<file path="config.mk">
export PLATFORM = sky130hd
export DESIGN_NAME = add_serial_seq
export DESIGN_NICKNAME = d
export VERILOG_FILES = /design/src/rtl/add_serial_seq.sv
export SDC_FILE = /design/constraint.sdc
export NUM_CORES = 1
export LEC_CHECK = 0
export BUFFER_PORTS_ARGS = -buffer_cell sky130_fd_sc_hd__buf_2
export CORE_ASPECT_RATIO = 0.75
export CORE_UTILIZATION = 29
export DETAILED_ROUTE_END_ITERATION = 10
export PLACE_DENSITY = 0.55
export SYNTH_ARGS = -nofsm -noshare
export SYNTH_HDL_FRONTEND = slang
export SYNTH_SLANG_ARGS = --single-unit
</file>
<file path="constraint.sdc">
create_clock -name clk -period 2.1 [get_ports clk]
set_clock_uncertainty 0.15 [all_clocks]
set_input_delay 0.105 -clock clk [delete_from_list [all_inputs] [get_ports clk]]
set_output_delay 0.105 -clock clk [all_outputs]
set_load 0.01 [all_outputs]
</file>
<file path="src/rtl/add_serial_seq.sv">
// add_serial_seq: operand sequencer in front of the 8-bit serial adder.
// Buffers operand pairs in a 2-entry FIFO, issues one-cycle en pulses,
// samples out_sum LAT cycles after the pulse and returns it on a
// valid/ready result port.
// Optional build macro: ADD_SEQ_PRESCRAMBLE_EN (XOR a/b with A_MASK/B_MASK).
module add_serial_seq #(
    parameter int         LAT    = 10,
    parameter logic [7:0] A_MASK = 8'h32,
    parameter logic [7:0] B_MASK = 8'hD5
) (
    input  logic       clk,
    input  logic       rst,
    input  logic       in_valid,
    output logic       in_ready,
    input  logic [7:0] in_a,
    input  logic [7:0] in_b,
    output logic       en,
    output logic [7:0] a,
    output logic [7:0] b,
    input  logic [7:0] out_sum,
    output logic       res_valid,
    input  logic       res_ready,
    output logic [7:0] res_data,
    output logic       busy
);

    typedef enum logic [1:0] {IDLE, ISSUE, WAIT, CAPTURE} state_t;

`ifdef ADD_SEQ_PRESCRAMBLE_EN
    localparam bit L_SCR = 1'b1;
`else
    localparam bit L_SCR = 1'b0;
`endif
    // Masks collapse to zero when pre-scrambling is not compiled in.
    localparam logic [7:0] L_A_MASK = L_SCR ? A_MASK : 8'h00;
    localparam logic [7:0] L_B_MASK = L_SCR ? B_MASK : 8'h00;
    localparam logic [7:0] L_WLOAD  = 8'(LAT - 1);

    state_t          r_state, w_next;
    logic [1:0][7:0] r_mem_a, r_mem_b;
    logic            r_wr, r_rd;
    logic [1:0]      r_cnt;
    logic [7:0]      r_wcnt;
    logic            r_en;
    logic [7:0]      r_a, r_b;
    logic            r_res_valid;
    logic [7:0]      r_res_data;

    logic            w_push, w_pop, w_load;
    logic [7:0]      w_a_ld, w_b_ld;

    assign in_ready  = (r_cnt != 2'd2);
    assign w_push    = in_valid && in_ready;
    assign w_pop     = (r_state == CAPTURE);
    assign w_load    = (r_state == IDLE) && (w_next == ISSUE);
    assign w_a_ld    = r_mem_a[r_rd] ^ L_A_MASK;
    assign w_b_ld    = r_mem_b[r_rd] ^ L_B_MASK;

    assign en        = r_en;
    assign a         = r_a;
    assign b         = r_b;
    assign res_valid = r_res_valid;
    assign res_data  = r_res_data;
    assign busy      = (r_state != IDLE);

    // Next-state logic; IDLE holds off while a result is still unclaimed.
    always_comb begin
        w_next = r_state;
        case (r_state)
            IDLE:    if (r_cnt != 2'd0 && !r_res_valid) w_next = ISSUE;
            ISSUE:   w_next = WAIT;
            WAIT:    if (r_wcnt == 8'd1) w_next = CAPTURE;
            CAPTURE: w_next = IDLE;
            default: w_next = IDLE;
        endcase
    end

    // State register.
    always_ff @(posedge clk) begin
        if (rst) r_state <= IDLE;
        else     r_state <= w_next;
    end

    // Latency counter: loaded in ISSUE, counts down through WAIT.
    always_ff @(posedge clk) begin
        if (rst)                    r_wcnt <= 8'd0;
        else if (r_state == ISSUE)  r_wcnt <= L_WLOAD;
        else if (r_state == WAIT)   r_wcnt <= r_wcnt - 8'd1;
    end

    // Operand FIFO: head stays put until CAPTURE so a/b can be reloaded from it.
    always_ff @(posedge clk) begin
        if (rst) begin
            r_mem_a <= '0;
            r_mem_b <= '0;
            r_wr    <= 1'b0;
            r_rd    <= 1'b0;
            r_cnt   <= 2'd0;
        end else begin
            if (w_push) begin
                r_mem_a[r_wr] <= in_a;
                r_mem_b[r_wr] <= in_b;
                r_wr          <= ~r_wr;
            end
            if (w_pop) r_rd <= ~r_rd;
            case ({w_push, w_pop})
                2'b10:   r_cnt <= r_cnt + 2'd1;
                2'b01:   r_cnt <= r_cnt - 2'd1;
                default: r_cnt <= r_cnt;
            endcase
        end
    end

    // Adder drive: en registered for the ISSUE cycle, a/b latched on issue.
    always_ff @(posedge clk) begin
        if (rst) begin
            r_en <= 1'b0;
            r_a  <= 8'h00;
            r_b  <= 8'h00;
        end else begin
            r_en <= (w_next == ISSUE);
            if (w_load) begin
                r_a <= w_a_ld;
                r_b <= w_b_ld;
            end
        end
    end

    // Result register: capture in CAPTURE, hold until the consumer takes it.
    always_ff @(posedge clk) begin
        if (rst) begin
            r_res_valid <= 1'b0;
            r_res_data  <= 8'h00;
        end else if (r_state == CAPTURE) begin
            r_res_valid <= 1'b1;
            r_res_data  <= out_sum;
        end else if (r_res_ready_take()) begin
            r_res_valid <= 1'b0;
        end
    end

    function automatic logic r_res_ready_take();
        return r_res_valid && res_ready;
    endfunction

endmodule

</file>
* After elaboration in Yosys (flattened, before gate mapping)
Index checks and enable logic that the tools add are counted.
** Word-level totals
- Output and inout port bits :: 28
- Flip-flop bits (word level) :: 72
- Logic and storage cells :: 60
** Cells by class
- Reduce and logical (&&, ||, !) cells :: 13
- Bitwise logic cells :: 2
- Multiplexer cells :: 16
- Magnitude comparators :: 3
- Equal/unequal tests :: 8
- $add $sub $neg :: 3
** Operator list (number)
- $mux 8 :: 5
- $bwmux 16 :: 2
- $reduce_bool 2->1 :: 5
- $demux 8 s1 :: 1
- $eq 8x1->1 const B :: 1
- $mux 4 :: 2
- $pmux 2 s4 :: 1
- $sub 8x1->8 const B :: 1
- $eq 2x1->1 const B :: 3
- $eq 2x2->1 const B :: 3
- $logic_and 1x1->1 :: 5
- $lt 1x2->1 const B :: 2
- $mux 2 :: 2
- $pmux 2 s2 :: 1
- $add 2x1->2 const B :: 1
- $logic_not 2->1 :: 1
- $mux 1 :: 2
- $ne 2x2->1 const B :: 1
- $not 1->1 :: 2
- $reduce_or 2->1 :: 1
- $sub 2x1->2 const B :: 1
- $ge 1x1->1 const B :: 1
- $logic_not 1->1 :: 1

* Depth between registers and ports, before layout
- Depth after elaboration :: 6
- Gate-level depth with buffers :: 8

* Worst setup path before layout
OpenSTA, ideal clock, no wires.
- Kind :: register to register
- From :: reg r_state[0]
- To :: reg r_a[7], in the netlist a[7]
- Library setup time :: 0.134 ns
- Setup slack :: 0.115 ns
- Cell stages (with the launch flop) :: 9
- Data required time :: 1.816 ns
- Arrival :: 1.701 ns
- Path through :: dfxtp_1 -> inv_1 -> ha_1 -> nor2b_1 -> clkbuf_1 -> and3_1 -> buf_2 -> buf_2 -> a211oi_1
** On the way
- Word-level cells in the longest chain between the ends :: 4
- Elaborated cells on any way between the ends :: 9
- Classes of those cells :: eq/ne: 4; mux: 3; reduce/logical: 2
** RTL lines
- from (decl) :: line 39 : state_t r_state, w_next;
- from (signal assigned) :: line 81 : else r_state <= w_next;
- $eq 2x2->1 (tied with other cells) :: line 69 : case (r_state)
- $pmux 2 s4 (*) :: line 69
- via w_next[1] :: line 39
- $eq 2x1->1 (*) :: line 55 : assign w_load = (r_state == IDLE) && (w_next == ISSUE);
- $logic_and 1x1->1 (*) :: line 55
- to (signal assigned) :: line 123 : r_a <= w_a_ld;
- to (decl) :: line 45 : logic [7:0] r_a, r_b;
The timed path passes the listed nets; every way through them passes the cells marked *.
A chain may end at the register's enable or synchronous reset.

* Final worst setup path
- From :: reg r_state[0]
- To :: reg r_wcnt[7]
** On the way
- Word-level cells in the longest chain between the ends :: 2
- Elaborated cells on any way between the ends :: 3
- Classes of those cells :: eq/ne: 2; reduce/logical: 1
** RTL lines
- $eq 2x1->1 :: line 87 : else if (r_state == ISSUE) r_wcnt <= L_WLOAD;
- $reduce_or 2->1 (no line)
- to (signal assigned) :: line 88 : else if (r_state == WAIT) r_wcnt <= r_wcnt - 8'd1;
- to (decl) :: line 43 : logic [7:0] r_wcnt;
Several ways; a longest one is shown, not always the timed one.

==> results.yml <==
timing:
  relSlewSlack_pct: 70.14
  setup_viol: 0
  worstMarginPinSlew_ns: 0.4479
  fmax_mhz: 518.4
  finalCriticalPeriod_ns: 1.929
  rsz0062_at_grt: "false"
  maxSlewViolCount: 0
  hold_viol_final: 0
  final.setup.worst_slack_ns: 0.1711
  setup_tns_ns: 0
  min_period_over_period_pct: 91.85
clocking:
  postCtsSetupRepairBufs: 0
  cts-root-buf: "clkbuf_16"
  clk_pin_slew_ns: 0.06
  clock_latency_ns: 0.33
  cts_made_buffers: 9
  ctsLongestPathBuffers: 2
  clock_sinks: 72
  htree_levels: 3
  cts_tree: "done"
global_routing:
  grt_max_degree: 44
  grt_pass1_vias: 2331
  grt_use_total_pct: 13.78
  antenna_found_initial: 0
  overflow: 0
  grt_pass1_wl_um: 11530
final_layout:
  drive_gt1_share_pct: 22.73
  final_util_pct: 39.32
  area_delta_synth_final_pct: 32.12
  layout_common_cells: "dfxtp_1, mux2i_1, buf_2"
  fill_cells: 1045
  diodes: 0
  fin_cells: 532
  layout_commonest_cell: "dfxtp_1"
  nNetsFinal: 426
power_and_ir_drop:
  p_per_area_mw_per_mm2: 1245
  clkPwrFrac_pct: 30.7
  p_switching_w: 0.001707
  peakVddDrop_mv: 0.5200
  p_seq_share_pct: 35.5
  power_frac_comb_pct: 33.8
  p_leak_nw: 1.706
  p_sw_share_pct: 34.02
  internal_power_w: 0.003310
critical_path:
  critPathBufInv: 1
  path_delay_family: "simple AND/OR/NAND/NOR gates"
  crit_required_ns: 2.21
  start_kind: "flop"
  endpoint_kind: "flop"
  reg2reg_slack_ns: 0.17
  worstPathArrival_ns: 2.04
  crit_fanout: 6
  crit_slowest_cell: "or4_1"
  crit_chain: "inv_1 > ha_1 > or3b_1 > or4_1 > a21oi_1"
  cp_slowest_stage_delay_ns: 0.48
  worstSetupPathType: "reg2reg"
run:
  maxCapViolations: 0
logic_synthesis:
  synth_edf_count: 0
  syn_inst: 312
  synth-simple-area-share_pct: 13.00
  ys_types: 38
  synthXorXnorAreaFrac_pct: 1.148
  syn_area_per_cell_um2: 9.777
  synth_adder_area_share_pct: 2.871
  ys_warn_count: 0
  synthMuxAreaShare_pct: 18.38
  yosys_most_used_dff: "dfxtp_1"
  synth_top_family_by_area: "multiplexers"
  ys_seq_area_share_pct: 47.25
  synth_seq_cells: 72
  synth_compound_area_share_pct: 12.67
  syn-cell-area_mm2: 0.003050
  async_flop_share_pct: 0
  syn_nets: 347
routing:
  final_antenna_net_count: 0
  viasPerCell: 4.624
  drt_pass1_iterations: 4
  drt-met1-wl_um: 3510
  dr_wl_met3_um: 272
  highest_layer: "met4"
  drc: 0
  wl_met2_um: 3149
  drt-total-wl_um: 7045
  drt_iter0_drc: 98
  wl_per_cell_um: 13.24
  vias: 2460
placement:
  place_ws_ns: 0.1724
  port_buffers: 55
  dp.cells: 491
  place_hpwl_um: 4632
  place_congestion: 0.7505
floorplan:
  core_mm2: 0.01025
  io_pins: 56
  die_area_mm2: 0.01094
  num_rows: 32
  die_y_um: 90.82
  die-width_um: 120.4
  initial_utilization_pct: 29.76
min_path:
  hp-class: "in2reg"
status:
  status: "finished clean"
==> power by group through the flow <==
stage	clock network, W	registers [W]	logic, W
detailed placement	0	0.00181	0.00165
global route	0.00163	0.00182	0.00188
floorplan	0	0.00182	0.00116
finish	0.00154	0.00178	0.00169
global placement	0	0.00181	0.00162
CTS	0.00158	0.00178	0.00169
==> worst register-to-register path: stages (launching register included) <==
cell and delay, ns:
dfxtp_1 0.36, inv_1 0.12, ha_1 0.17, or3b_1 0.43
or4_1 0.48, a21oi_1 0.15
==> path summary, 6_finish.rpt <==
check / start / endpoint / depth (start not counted)
max: r_state[0] / r_wcnt[7] / 5
min reg2reg: r_mem_a[2] / r_mem_a[2] / 2
max reg2reg: r_state[0] / r_wcnt[7] / 5
min: rst / r_wcnt[6] / 3
==> routing by layer <==
metal	vias to the layer above	track usage, %
li1	1251	-
met4	0	5.247
met3	8	3.788
met5	-	0
met1	1156	18.13
met2	45	21.31
==> state kept, by name, indices dropped and copies added (netlist names) <==
name and cells:
a 8, b 8, en 1, r_cnt 2
r_mem_a 16, r_mem_b 16, r_rd 1, r_state 2
r_wcnt 8, r_wr 1, res_data 8, res_valid 1
==> timing repair <==
action / 4_1_cts / 5_1_grt
hold buffers: 25 / 0
gates resized for setup: 0 / 1
setup endpoints to repair: 0 / 1
endpoints found under the hold margin: 40 / 0
==> per-stage QoR <==
stage                     hold WS (ns)  instance area (µm²)  power (W)
final                          0.03114                 4030   0.005016
after global routing           0.06670                 4030   0.005333
after CTS                      0.02464                 4028   0.005054
after detailed placement        0.1985                 3473   0.003459
after global placement          0.1916                 3473   0.003430
after floorplan                0.03753                 3050   0.002974
==> area by class of cell <==
type / instances / area, µm² / share of cell area (%)
timing repair buffer: 92 / 615.6 / 15.27
clock inverter: 7 / 78.83 / 1.956
clock buffer: 9 / 225.2 / 5.588
tap: 136 / 170.2 / 4.222
multi-input combinational: 208 / 1469 / 36.45
sequential: 72 / 1441 / 35.77
inverter: 8 / 30.03 / 0.7451
==> Yosys cell counts, drive strengths merged (4+ instances only) <==
cell type  instances  area (µm²)
a211oi            19       142.6
a21oi              7       35.03
a31oi             16       100.1
buf                9       46.29
clkbuf            15       66.31
dfxtp             72        1441
ha                 7       87.58
inv                7       26.28
mux2i             56       560.5
nand2             47       176.4
nand2b             8       50.05
nor2              16       60.06
o31ai              4       30.03
or3                4       27.52
or4                4       35.03
==> kinds of logic (layout without fill, tap and decap cells) <==
logic type | after synthesis | in the layout
buf+inv | 32 | 116
flops | 72 | 72
mux | 56 | 56
xor+xnor | 4 | 4
fa+ha+maj | 7 | 7
simple gates | 86 | 86
compound gates | 55 | 55
Note: power is estimated with default switching activity, not from simulation.
